**config.mk**
```make
export PLATFORM = sky130hd
export DESIGN_NAME = ex_mem_dual
export DESIGN_NICKNAME = d
export VERILOG_FILES = /design/src/rtl/ex_mem_dual.sv
export SDC_FILE = /design/constraint.sdc
export NUM_CORES = 1
export LEC_CHECK = 0
export BUFFER_PORTS_ARGS = -buffer_cell sky130_fd_sc_hd__buf_2
export CORE_ASPECT_RATIO = 1.5
export CORE_MARGIN = 5
export CORE_UTILIZATION = 50
export CTS_CLUSTER_DIAMETER = 200
export CTS_CLUSTER_SIZE = 28
export DETAILED_ROUTE_END_ITERATION = 7
export PLACE_DENSITY = 0.75
export SETUP_SLACK_MARGIN = 0.15
export SKIP_LAST_GASP = 1
export SYNTH_ARGS = -nofsm -noshare
export SYNTH_HDL_FRONTEND = slang
export SYNTH_SLANG_ARGS = --single-unit
```
**constraint.sdc**
```tcl
create_clock -name clk -period 10.25 [get_ports clk]
set_input_delay 1.025 -clock clk [delete_from_list [all_inputs] [get_ports clk]]
set_output_delay 1.025 -clock clk [all_outputs]
set_load 0.005 [all_outputs]
```
**src/rtl/ex_mem_dual.sv**
```systemverilog
// Dual-lane EX/MEM register that holds the pipeline while multiplies finish, then commits both lanes together.
// Optional stall-cycle performance counter is built when EXMEM_PERF_EN is defined.
module ex_mem_dual #(
  parameter int MAXWAIT = 40
) (
  input  logic        clk,
  input  logic        reset,
  input  logic [31:0] solutione,
  input  logic [31:0] solutione2,
  input  logic [31:0] writedatae,
  input  logic [31:0] writedatae2,
  input  logic [4:0]  writerege,
  input  logic [4:0]  writerege2,
  input  logic        regwritee,
  input  logic        regwritee2,
  input  logic        memtorege,
  input  logic        memtorege2,
  input  logic        memwritee,
  input  logic        memwritee2,
  input  logic        multsele,
  input  logic        multsele2,
  input  logic        multready,
  input  logic        multready2,
  input  logic        flushe,
  output logic [31:0] aluoutm,
  output logic [31:0] aluoutm2,
  output logic [31:0] writedatam,
  output logic [31:0] writedatam2,
  output logic [4:0]  writeregm,
  output logic [4:0]  writeregm2,
  output logic        regwritem,
  output logic        regwritem2,
  output logic        memtoregm,
  output logic        memtoregm2,
  output logic        memwritem,
  output logic        memwritem2,
  output logic        stallmul,
  output logic        mulerr,
  output logic [31:0] stallcount
);
  localparam int CW = (MAXWAIT > 1) ? $clog2(MAXWAIT) : 1;

  typedef struct packed {
    logic [31:0] sol;
    logic [31:0] wd;
    logic [4:0]  wr;
    logic        rw;
    logic        mtr;
    logic        mw;
  } lane_t;

  typedef enum logic {IDLE, MULWAIT} state_t;

  state_t        state, state_nxt;
  lane_t         e1, e2, m1, m2, m1_nxt, m2_nxt;
  lane_t         hold1, hold2, hold1_nxt, hold2_nxt;
  logic          done1, done2, done1_nxt, done2_nxt;
  logic [CW-1:0] cnt, cnt_nxt;
  logic          mulerr_nxt, stall_raw;
  logic          pend1, pend2, all_done, timeout;

  assign e1 = {solutione, writedatae, writerege, regwritee, memtorege, memwritee};
  assign e2 = {solutione2, writedatae2, writerege2, regwritee2, memtorege2, memwritee2};

  assign pend1    = multsele & ~multready;
  assign pend2    = multsele2 & ~multready2;
  assign all_done = (done1 | multready) & (done2 | multready2);
  assign timeout  = (cnt == CW'(MAXWAIT - 1));

  always_comb begin
    state_nxt  = state;
    hold1_nxt  = hold1;
    hold2_nxt  = hold2;
    done1_nxt  = done1;
    done2_nxt  = done2;
    cnt_nxt    = cnt;
    mulerr_nxt = mulerr;
    m1_nxt     = '0;
    m2_nxt     = '0;
    stall_raw  = 1'b0;
    case (state)
      IDLE: begin
        if (flushe) begin
          state_nxt = IDLE;
        end else if (pend1 || pend2) begin
          // Non-pending solutions are captured now; forwarding changes under the bubbles.
          stall_raw = 1'b1;
          state_nxt = MULWAIT;
          hold1_nxt = e1;
          hold2_nxt = e2;
          if (pend1) hold1_nxt.sol = '0;
          if (pend2) hold2_nxt.sol = '0;
          done1_nxt = ~pend1;
          done2_nxt = ~pend2;
          cnt_nxt   = '0;
        end else begin
          m1_nxt = e1;
          m2_nxt = e2;
        end
      end
      MULWAIT: begin
        if (flushe) begin
          state_nxt = IDLE;
          done1_nxt = 1'b0;
          done2_nxt = 1'b0;
        end else begin
          if (!done1 && multready) begin
            hold1_nxt.sol = solutione;
            done1_nxt     = 1'b1;
          end
          if (!done2 && multready2) begin
            hold2_nxt.sol = solutione2;
            done2_nxt     = 1'b1;
          end
          if (all_done || timeout) begin
            m1_nxt     = hold1;
            m2_nxt     = hold2;
            m1_nxt.sol = done1 ? hold1.sol : (multready ? solutione : '0);
            m2_nxt.sol = done2 ? hold2.sol : (multready2 ? solutione2 : '0);
            state_nxt  = IDLE;
            done1_nxt  = 1'b0;
            done2_nxt  = 1'b0;
            if (!all_done) mulerr_nxt = 1'b1;
          end else begin
            stall_raw = 1'b1;
            cnt_nxt   = cnt + 1'b1;
          end
        end
      end
      default: state_nxt = IDLE;
    endcase
  end

  assign stallmul = stall_raw & ~reset;

  always_ff @(posedge clk or posedge reset) begin
    if (reset) begin
      state  <= IDLE;
      m1     <= '0;
      m2     <= '0;
      hold1  <= '0;
      hold2  <= '0;
      done1  <= 1'b0;
      done2  <= 1'b0;
      cnt    <= '0;
      mulerr <= 1'b0;
    end else begin
      state  <= state_nxt;
      m1     <= m1_nxt;
      m2     <= m2_nxt;
      hold1  <= hold1_nxt;
      hold2  <= hold2_nxt;
      done1  <= done1_nxt;
      done2  <= done2_nxt;
      cnt    <= cnt_nxt;
      mulerr <= mulerr_nxt;
    end
  end

  assign aluoutm     = m1.sol;
  assign aluoutm2    = m2.sol;
  assign writedatam  = m1.wd;
  assign writedatam2 = m2.wd;
  assign writeregm   = m1.wr;
  assign writeregm2  = m2.wr;
  assign regwritem   = m1.rw;
  assign regwritem2  = m2.rw;
  assign memtoregm   = m1.mtr;
  assign memtoregm2  = m2.mtr;
  assign memwritem   = m1.mw;
  assign memwritem2  = m2.mw;

`ifdef EXMEM_PERF_EN
  logic [31:0] perf_cnt;

  always_ff @(posedge clk or posedge reset) begin
    if (reset)         perf_cnt <= '0;
    else if (stallmul) perf_cnt <= perf_cnt + 32'd1;
  end

  assign stallcount = perf_cnt;
`else
  assign stallcount = '0;
`endif

endmodule

```
==> metrics.yaml <==
drive_gt1_frac: 0.420
synth_top_area_cell: "dfrtp_1"
whs_endpoint: "mulerr$_DFFE_PP0P_"
rsz0062_at_grt: "false"
htreeDepth: 1
drt_first_pass_iters: 5
synth_area_um2: 11600
place_inst: 1310
final_cells: 1333
dieArea_um2: 26500
worstSetupPathType: "input pin to primary output"
place_hpwl_um: 17400
hold_path.class: "register to register"
status: "complete, no violations"
die_w_um: 135
crit_required_ps: 9230
die_h_um: 197
cts_resized: 0
yosys-top-cells-area: "dfrtp_1, a22o_1, mux2_4, mux2_2, buf_4"
vias_per_cell: 5.64
finalCritPeriodShare: 0.320
min_period_ps: 3280
pwr_density_cell_nw_per_um2: 182
vias: 7512
drcViolationCount: 0
synth_edf_count: 0
syn_area_per_cell_um2: 14.9
grt-busiest-layer: "met2"
gp_congestion: 0.801
use_met3: 0.0286
ys_ff_latch: 298
antenna_found_initial: 7
grt_max_degree: 137
track_usage: 0.193
finalNetCount: 1198
synth-adder-area-share: 0.00108
r2r-end: "hold1[59]$_DFFE_PP0P_"
worstMarginPinSlew_ps: 1090
port_buffers: 296
root_buffer: "clkbuf_16"
grt_pass1_vias: 7679
rows: 68
reg2reg_depth: 5
fmax_ghz: 0.305
r2r-start: "state$_DFF_PP0_"
power.leakage_nw: 7.23
cap_violations: 0
setup_violations: 0
fin_worst_skew_ps: 14.1
total_power_mw: 2.47
relSlewSlack: 0.272
synthMuxAreaShare: 0.0929
cts_hold_buf: 0
async_flop_share: 1.00
synth_flop_cell: "dfrtp_1"
cts_tree: "built"
grtUsageMet1: 0.243
cts_buffer_depth: 3
synth_top_family_by_area: "compound AO/OA/AOI/OAI gates"
clock_sinks: 298
initial_core_util: 0.506
pin_count: 329
use_met2: 0.336
cts.reportedPaths.clkPinSlew_ps: 100
final_common_cell: "dfrtp_1"
syn-instance-count: 782
cp-start-kind: "input pin"
fillers: 1814
syn_to_final_growth_pct: 16.6
yosysWarnings: 0
cp-end-kind: "primary output"
hold_start: "mulerr$_DFFE_PP0P_"
synth_top_area_share: 0.641
avgRoutedWirePerCell_um: 19.8
postCtsSetupBuffers: 0
cts_buffers: 14
synth_compound_area_frac: 0.180
seq_area_frac_synth: 0.641
synthXorXnorAreaFrac: 0.000753
core-area_um2: 23000
reg2reg_setup_slack_ps: 7510
final_cell_mix: "dfrtp_1, buf_2, a22o_1"
report.final.hold_viol_count: 0
routed_wl_um: 26400
drtAntennaViolNets: 0
globalRouteOverflowTotal: 0
dr.first_iter.drc_count: 422
grt_pass1_wl_um: 41400
max-vdd-ir-drop_v: 0.000130
synthSimpleGateAreaFrac: 0.0326
arrival_ps: 2250
cp_max_fo: 11
report.final.slew_viol_count: 0
synth_cell_types: 43
clk_latency_ps: 490
min_path_cells: 1
fin_tns_setup_ps: 0
[cell type report]
class                   instances  area, µm²  area share
flip-flops and latches        298       7460       0.550
multi-input cells             417       3740       0.276
repair buffers                309       1580       0.116
clock buffers                  15        375      0.0277
well taps                     280        350      0.0258
inverters                       6       30.0     0.00221
diodes                          7       17.5     0.00129
clock inverters                 1       11.3    0.000830
[kinds of logic after synthesis]
logic type                 after synthesis
other                                    1
and+or+nand+nor                         64
xor gates and xnor gates                 1
DFF                                    298
AOI/OAI and AO/OA                      238
adders and majority gates                1
muxes                                   81
buffers and inverters                   98
[state kept, by name, summed over array words and instances (netlist names), 5 cells and up]
| signal | flops |
|---|---|
| hold1 | 72 |
| writeregm2 | 5 |
| writedatam2 | 32 |
| writedatam | 32 |
| cnt | 6 |
| writeregm | 5 |
| aluoutm2 | 32 |
| aluoutm | 32 |
| hold2 | 72 |
[how the worst max path moves through the flow]
| stage | startpoint | to | slack [ps] | depth (start not counted) |
|---|---|---|---|---|
| final | flushe | stallmul | 6970 | 5 |
| after global routing | flushe | stallmul | 6870 | 5 |
| after CTS | multready2 | stallmul | 6960 | 5 |
| after detailed placement | multready2 | stallmul | 6960 | 5 |
| after global placement | multready2 | stallmul | 6970 | 5 |
| after floorplan | reset | aluoutm2[0]$_DFF_PP0_ | 990 | 1 |
[critical path, cell delays in order]
cell and delay, ps:
buf_2 170, nand2b_1 290, a211o_1 440, a21oi_1 200
buf_2 130
[per-layer routing]
| layer | vias to the layer above | share of wire | wire length, µm |
|---|---|---|---|
| met5 | - | 0 | 0 |
| met4 | 0 | 0.028 | 752 |
| met3 | 41 | 0.055 | 1440 |
| met2 | 255 | 0.53 | 14000 |
| met1 | 3857 | 0.39 | 10300 |
| li1 | 3359 | - | - |
[report_power, final]
group | total [mW] | internal, mW | switching [mW]
clock | 0.620 | 0.267 | 0.354
sequential | 1.43 | 1.34 | 0.0889
combinational | 0.413 | 0.224 | 0.189
[synthesized netlist by cell type (all sizes together) (2+ instances only)]
master  count
nor2        6
nand3       5
a211o       2
mux2       80
o32a        2
a21bo      32
nand2       7
clkbuf     17
a31oi       2
o21a        2
o22ai       2
inv         6
nand2b      3
nor3        3
dfrtp     298
buf        75
o21ai       9
a22o      176
nand4      33
a21oi       6
[through the flow]
stage | hold slack [ps] | setup slack [ps] | utilization | cell area (µm²)
6_report | 473 | 6970 | 0.590 | 13600
5_1_grt | 503 | 6870 | 0.590 | 13600
4_1_cts | 477 | 6960 | 0.590 | 13500
3_5_place_dp | 452 | 6960 | 0.573 | 13200
3_3_place_gp | 452 | 6970 | 0.573 | 13200
2_1_floorplan | 449 | 992 | - | 11700
(Power assumes the default switching activity.)
